`src/rtl/paralelo_serial_serdes_pkg.sv`:
```
// serdes_pkg: shared word width and frame counter types for the serdes pair
package serdes_pkg;
    localparam int WIDTH = 10;
    localparam int CNT_W = $clog2(WIDTH);
    typedef logic [CNT_W-1:0] cnt_t;
endpackage

```
`src/rtl/paralelo_serial_serdes_if.sv`:
```
// paralelo_serial_serdes_if: parallel words in/out and the serial link of the serdes pair
interface paralelo_serial_serdes_if #(parameter int WIDTH = serdes_pkg::WIDTH);
    logic [WIDTH-1:0] entradas;
    logic             salida;
    logic             entrada;
    logic [WIDTH-1:0] salidas;
    logic             salidasValidas;
    modport master (output entradas, entrada, input salida, salidas, salidasValidas);
    modport slave  (input entradas, entrada, output salida, salidas, salidasValidas);
endinterface

```
`src/rtl/paralelo_serial_serdes_frame_counter.sv`:
```
// serdes_frame_counter: counts 0..N-1 and wraps, cleared synchronously by rst
module serdes_frame_counter import serdes_pkg::*; #(
    parameter int N = WIDTH,
    localparam int CW = $clog2(N)
) (
    input  logic          clk,
    input  logic          rst,
    output logic [CW-1:0] cnt
);
    logic [CW-1:0] cnt_q, cnt_d;
    always_comb cnt_d = (cnt_q == CW'(N - 1)) ? '0 : cnt_q + 1'b1;
    always_ff @(posedge clk) cnt_q <= rst ? '0 : cnt_d;
    assign cnt = cnt_q;
endmodule

```
`src/rtl/paralelo_serial_serdes.sv`:
```
// paralelo_serial_serdes: MSB-first word serializer and deserializer framed by a shared reset
module paralelo_serial_serdes #(
    parameter int WIDTH = serdes_pkg::WIDTH,
    localparam int CW = $clog2(WIDTH)
) (
    input logic                     clk,
    input logic                     rstContador,
    paralelo_serial_serdes_if.slave bus
);
    logic [CW-1:0] cnt_tx, cnt_rx;
    // transmitter: the word register shifts left so the next bit is always at the MSB
    logic [WIDTH-1:0] palabra_tx_q, palabra_tx_d;
    logic             salida_q, salida_d;
    serdes_frame_counter #(.N(WIDTH)) u_cnt_tx (.clk(clk), .rst(rstContador), .cnt(cnt_tx));
    always_comb begin
        salida_d     = (cnt_tx == '0) ? bus.entradas[WIDTH-1] : palabra_tx_q[WIDTH-1];
        palabra_tx_d = (cnt_tx == '0) ? {bus.entradas[WIDTH-2:0], 1'b0}
                                      : {palabra_tx_q[WIDTH-2:0], 1'b0};
    end
    always_ff @(posedge clk) begin
        if (rstContador) begin
            palabra_tx_q <= '0;
            salida_q     <= 1'b0;
        end else begin
            palabra_tx_q <= palabra_tx_d;
            salida_q     <= salida_d;
        end
    end
    assign bus.salida = salida_q;
    // receiver: the bit arriving on a frame-start edge is the last bit of the previous word
    logic [WIDTH-1:0] sh_q, sh_d, salidas_q, salidas_d;
    logic             valid_q, valid_d;
    serdes_frame_counter #(.N(WIDTH)) u_cnt_rx (.clk(clk), .rst(rstContador), .cnt(cnt_rx));
    always_comb begin
        sh_d      = {sh_q[WIDTH-2:0], bus.entrada};
        salidas_d = (cnt_rx == '0) ? sh_d : salidas_q;
        valid_d   = (cnt_rx == '0);
    end
    always_ff @(posedge clk) begin
        if (rstContador) begin
            sh_q      <= '0;
            salidas_q <= '0;
            valid_q   <= 1'b0;
        end else begin
            sh_q      <= sh_d;
            salidas_q <= salidas_d;
            valid_q   <= valid_d;
        end
    end
    assign bus.salidas        = salidas_q;
    assign bus.salidasValidas = valid_q;
endmodule

```
`src/flat_wrapper.sv`:
```
// flat-port wrapper written by rule: the top's interface ports become plain ports
module paralelo_serial_serdes_flat 
#(
    parameter int WIDTH = serdes_pkg::WIDTH,
    localparam int CW = $clog2(WIDTH)
)
  (clk, rstContador, bus_entradas, bus_entrada, bus_salida, bus_salidas, bus_salidasValidas);
  paralelo_serial_serdes_if #(.WIDTH(WIDTH)) bus_i ();
  input logic clk;
  input logic rstContador;
  input wire logic [$bits(bus_i.entradas)-1:0] bus_entradas;
  input wire logic [$bits(bus_i.entrada)-1:0] bus_entrada;
  output wire logic [$bits(bus_i.salida)-1:0] bus_salida;
  output wire logic [$bits(bus_i.salidas)-1:0] bus_salidas;
  output wire logic [$bits(bus_i.salidasValidas)-1:0] bus_salidasValidas;
  assign bus_i.entradas = bus_entradas;
  assign bus_i.entrada = bus_entrada;
  assign bus_salida = bus_i.salida;
  assign bus_salidas = bus_i.salidas;
  assign bus_salidasValidas = bus_i.salidasValidas;
  paralelo_serial_serdes #(.WIDTH(WIDTH)) u_core (.clk(clk), .rstContador(rstContador), .bus(bus_i));
endmodule
```
`config.mk`:
```
export PLATFORM = sky130hd
export DESIGN_NAME = paralelo_serial_serdes_flat
export DESIGN_NICKNAME = d
export VERILOG_FILES = /design/src/rtl/paralelo_serial_serdes_pkg.sv /design/src/rtl/paralelo_serial_serdes_if.sv /design/src/rtl/paralelo_serial_serdes_frame_counter.sv /design/src/rtl/paralelo_serial_serdes.sv /design/src/flat_wrapper.sv
export SDC_FILE = /design/constraint.sdc
export NUM_CORES = 1
export LEC_CHECK = 0
export ABC_AREA = 1
export CAP_MARGIN = 5
export CORE_UTILIZATION = 51
export DETAILED_ROUTE_END_ITERATION = 6
export PLACE_DENSITY = 0.77
export SKIP_CTS_REPAIR_TIMING = 1
export SLEW_MARGIN = 40
export SYNTH_ARGS = -nofsm -noshare
export SYNTH_HDL_FRONTEND = slang
export SYNTH_SLANG_ARGS = --single-unit
```
`constraint.sdc`:
```
create_clock -name clk -period 1.5 [get_ports clk]
set_clock_uncertainty 0.15 [all_clocks]
set_input_delay 0.15 -clock clk [delete_from_list [all_inputs] [get_ports clk]]
set_output_delay 0.15 -clock clk [all_outputs]
set_load 0.02 [all_outputs]
```
==> out/results.txt <==
The run finished with clean final reports. The number of endpoints with negative hold slack in the final report came out at 0. The maximum fanout encountered on the critical timing path works out to 21. At the later pin of the worst-skew pair, clock insertion delay measures 0.34 ns. For this run the aggregate overflow at the end of global routing stands at 0.

The portion of synthesized area spent on multiplexers is 0%. The die is 56.4 um wide. Setup violations remaining at the end of the flow were counted as 0. The number of top-level pins came out at 25. The worst setup path is launched from a register.

The data required time at the worst endpoint is 1.58 ns. The count of filler cells inserted in the layout was 245; the area share of the largest cell type after synthesis was 50.3%. The tightest min-delay check is of the input port to register type. The count of distinct cell types in the synthesized netlist is 16. The type of the setup path with the least slack was register to register. Fraction of the yosys area taken by sequential cells: 50.3%. Power spread over the standard cell area amounts to 1170 mW/mm2. The capturing element type of the critical path was a register. In this run the register-to-register setup slack is 0.11 ns. The tools report the headroom to the max-slew limit as 72.8%. Fraction of the mapped netlist area in compound gates: 6.87%. The library cell used most frequently in the layout, excluding fill and tap cells, is sky130_fd_sc_hd__nor2_1. In this run the static leakage power is 1.05 nW. The layout cell share with drive strength beyond 1 was 7.11%; the initial standard-cell utilization of the core was 54.3%.

After clock tree synthesis, the clock-pin slew on the worst setup and hold paths is 0.10 ns. After detailed routing, the total wire length is 2.74 mm. The tools report the clock tree root driver cell as sky130_fd_sc_hd__clkbuf_4. The cell area that synthesis handed to floorplanning was 0.00151 mm2. The logs give 1242 for the via count and 5 for the number of detailed-routing iterations run before antenna repair. For the finished layout, the period the worst path requires is 1.39 ns.

In this run the deepest clock path goes through 2 buffers. Synthesis produced a netlist with a net count of 215. The tools report the number of antenna violations at the first check in global routing as 0. The H-tree depth reported by CTS came out at 2. After legalization and detailed placement, the total HPWL measured 1.85 mm. Prior to clock tree synthesis, the placed netlist has a worst setup slack of -0.0474 ns.

In the final routed layout, each cell accounts on average for 10.7 um. The area growth from synthesis to layout was 25.7%. The tools report the number of antenna repair diodes as 0. The internal portion of the total power is 0.00165 W. The share of total power in the clock network was 29.9%; the transition time at the pin with the least slew margin was 0.407 ns.

The congestion estimate from routability-driven global placement came to 0.740. The run gives 0 as the number of design rule violations left after detail routing. The share of total power dissipated in combinational logic is 19.5%.

Dividing the final minimum period by the clock period gives 93.0%. After floorplanning, the core was divided into 19 placement rows. In the post-route analysis, the smallest setup slack over all paths is 0.105 ns. The most area-hungry cell type in the Yosys netlist was sky130_fd_sc_hd__dfxtp_1. The analysis attributes to net switching a power of 0.000580 W. Clock sink total: 38. After detailed routing, the number of vias per cell comes to 4.85. Of the total power, registers draw 50.6%. For the final standard cell utilization of the core, the log shows 68.3%. By area, the combinational part of the netlist is dominated by simple AND/OR/NAND/NOR gates. In this run switching power makes up 26.0% of total power.

Remaining antenna violation count after routing: 0. The worst IR drop on VDD came out at 1110 uV. Once placement completed, the tool counted placed cells totaling 248. Leaving out fill and tap cells, the most frequent cells in the layout are 39 x sky130_fd_sc_hd__nor2_1, 38 x sky130_fd_sc_hd__dfxtp_1, 29 x sky130_fd_sc_hd__inv_1. Of the total synthesized cell area, the portion taken by AND, OR, NAND and NOR gates is 25.3%.

The violation count after the first detailed-routing iteration is 35, and the synthesized-area fraction occupied by adder cells is 4.97%. The first global-routing pass estimated 4.86 mm of wire. The logs give 5 for the number of buffers inserted during clock tree synthesis and 196 for the gate count of the mapped netlist.

After the last flow step, the layout net total stands at 243. Number of I/O port buffers: 24. In this run the mean area of a mapped cell was 7.71 um2. The largest net degree at the start of global routing came out at 22. The Yosys warning count is 0. The number of global-route vias before repair was 1194; the highest clock frequency the design can meet was 717 MHz. The synthesized netlist devotes 1.16% of its cell area to XOR and XNOR gates.

The arrival time of the worst setup path is 1.48 ns. After synthesis, the cell types taking the most area are sky130_fd_sc_hd__dfxtp_1 50%, sky130_fd_sc_hd__nor2_1 9.7%, sky130_fd_sc_hd__nand3_1 7.6%. The count of cells in the finished layout, fillers not included, comes to 256.

Across the run, the number of max-cap violations was 0. TritonCTS built the clock tree. The final-report max-slew violation count was 0; the flip-flop and latch count after synthesis was 38. Measured along the y axis, the die boundary spans 56.4 um. For this run, the total global-route usage over all layers was measured as 19.8%. Area of the placeable core: 0.00278 mm2. The tools report the die outline area as 0.00319 mm2.
-- routing by layer --
| layer | wire length, um | share of wire (%) | GRT usage [%] |
|---|---|---|---|
| met1 | 1250 | 45 | 23.4 |
| met2 | 1280 | 47 | 30.4 |
| met3 | 137 | 5.0 | 7.14 |
| met4 | 80 | 2.9 | 12.2 |
| met5 | 0 | 0 | 0 |
-- worst max-delay path, stage by stage (launching register included) --
cell,delay (ns)
sky130_fd_sc_hd__dfxtp_1,0.35
sky130_fd_sc_hd__inv_1,0.09
sky130_fd_sc_hd__ha_2,0.43
sky130_fd_sc_hd__nand3_1,0.14
sky130_fd_sc_hd__nand2_1,0.09
sky130_fd_sc_hd__nor2_1,0.04
-- synthesized netlist by cell type --
cell type and instances:
sky130_fd_sc_hd__xnor2_1 2, sky130_fd_sc_hd__clkbuf_1 3, sky130_fd_sc_hd__nand2_1 26, sky130_fd_sc_hd__a21oi_1 19
sky130_fd_sc_hd__nand4_1 2, sky130_fd_sc_hd__inv_1 29, sky130_fd_sc_hd__dfxtp_1 38, sky130_fd_sc_hd__a21oi_2 1
sky130_fd_sc_hd__nor2_1 39, sky130_fd_sc_hd__buf_6 2, sky130_fd_sc_hd__buf_1 1, sky130_fd_sc_hd__nand3_1 23
sky130_fd_sc_hd__nor2_4 1, sky130_fd_sc_hd__ha_1 6, sky130_fd_sc_hd__buf_2 2, sky130_fd_sc_hd__buf_4 2
-- per-stage QoR --
| step | hold WS [ns] | total power (W) | area (um2) | setup TNS (ns) |
|---|---|---|---|---|
| finish | 0.227 | 0.00223 | 1900 | 0 |
| global route | 0.233 | 0.00236 | 1900 | -0.0362 |
| CTS | 0.198 | 0.00226 | 1870 | -1.70 |
| detailed placement | 0.271 | 0.00159 | 1790 | -0.394 |
| global placement | 0.271 | 0.00157 | 1790 | 0 |
| floorplan | 0.0724 | 0.00143 | 1510 | 0 |
-- worst paths after layout --
path                               start                    end  depth (start not counted)
hold / removal               bus_entrada         u_core.sh_q[0]                          3
setup reg to reg  u_core.u_cnt_rx.cnt[1]  u_core.bus.salidas[0]                          5
setup / recovery  u_core.u_cnt_rx.cnt[1]  u_core.bus.salidas[0]                          5
hold reg to reg           u_core.sh_q[3]         u_core.sh_q[4]                          2
-- power groups by stage --
| stage | clock network (W) | registers (W) | logic (W) |
|---|---|---|---|
| 2_1_floorplan | 0 | 0.00120 | 0.000239 |
| 3_3_place_gp | 0 | 0.00115 | 0.000424 |
| 3_5_place_dp | 0 | 0.00115 | 0.000440 |
| 4_1_cts | 0.000685 | 0.00113 | 0.000442 |
| 5_1_grt | 0.000729 | 0.00114 | 0.000486 |
| 6_report | 0.000665 | 0.00113 | 0.000435 |
-- area by class of cell --
| cell class | count | area [um2] | share of cell area, % |
|---|---|---|---|
| Clock buffer | 7 | 45.0 | 2.37 |
| Inverter | 29 | 109 | 5.73 |
| Tap cell | 31 | 38.8 | 2.04 |
| Timing Repair Buffer | 31 | 335 | 17.6 |
| Multi-Input combinational cell | 119 | 582 | 30.6 |
| Clock inverter | 1 | 30.0 | 1.58 |
| Sequential cell | 38 | 761 | 40.0 |
-- state kept, by name, summed over array words and instances (netlist names) --
register,flops
u_core.bus.salidas,10
u_core.palabra_tx_q,9
u_core.sh_q,9
u_core.u_cnt_rx.cnt,4
u_core.u_cnt_tx.cnt,4
u_core.bus.salida,1
u_core.bus.salidasValidas,1
-- cell families after synthesis --
family | Yosys count
and+or+nand+nor | 91
xor gates and xnor gates | 2
adders and majority gates | 6
AOI/OAI and AO/OA | 20
DFF | 38
buffers and inverters | 39
Note: power is estimated with default switching activity, not from simulation.
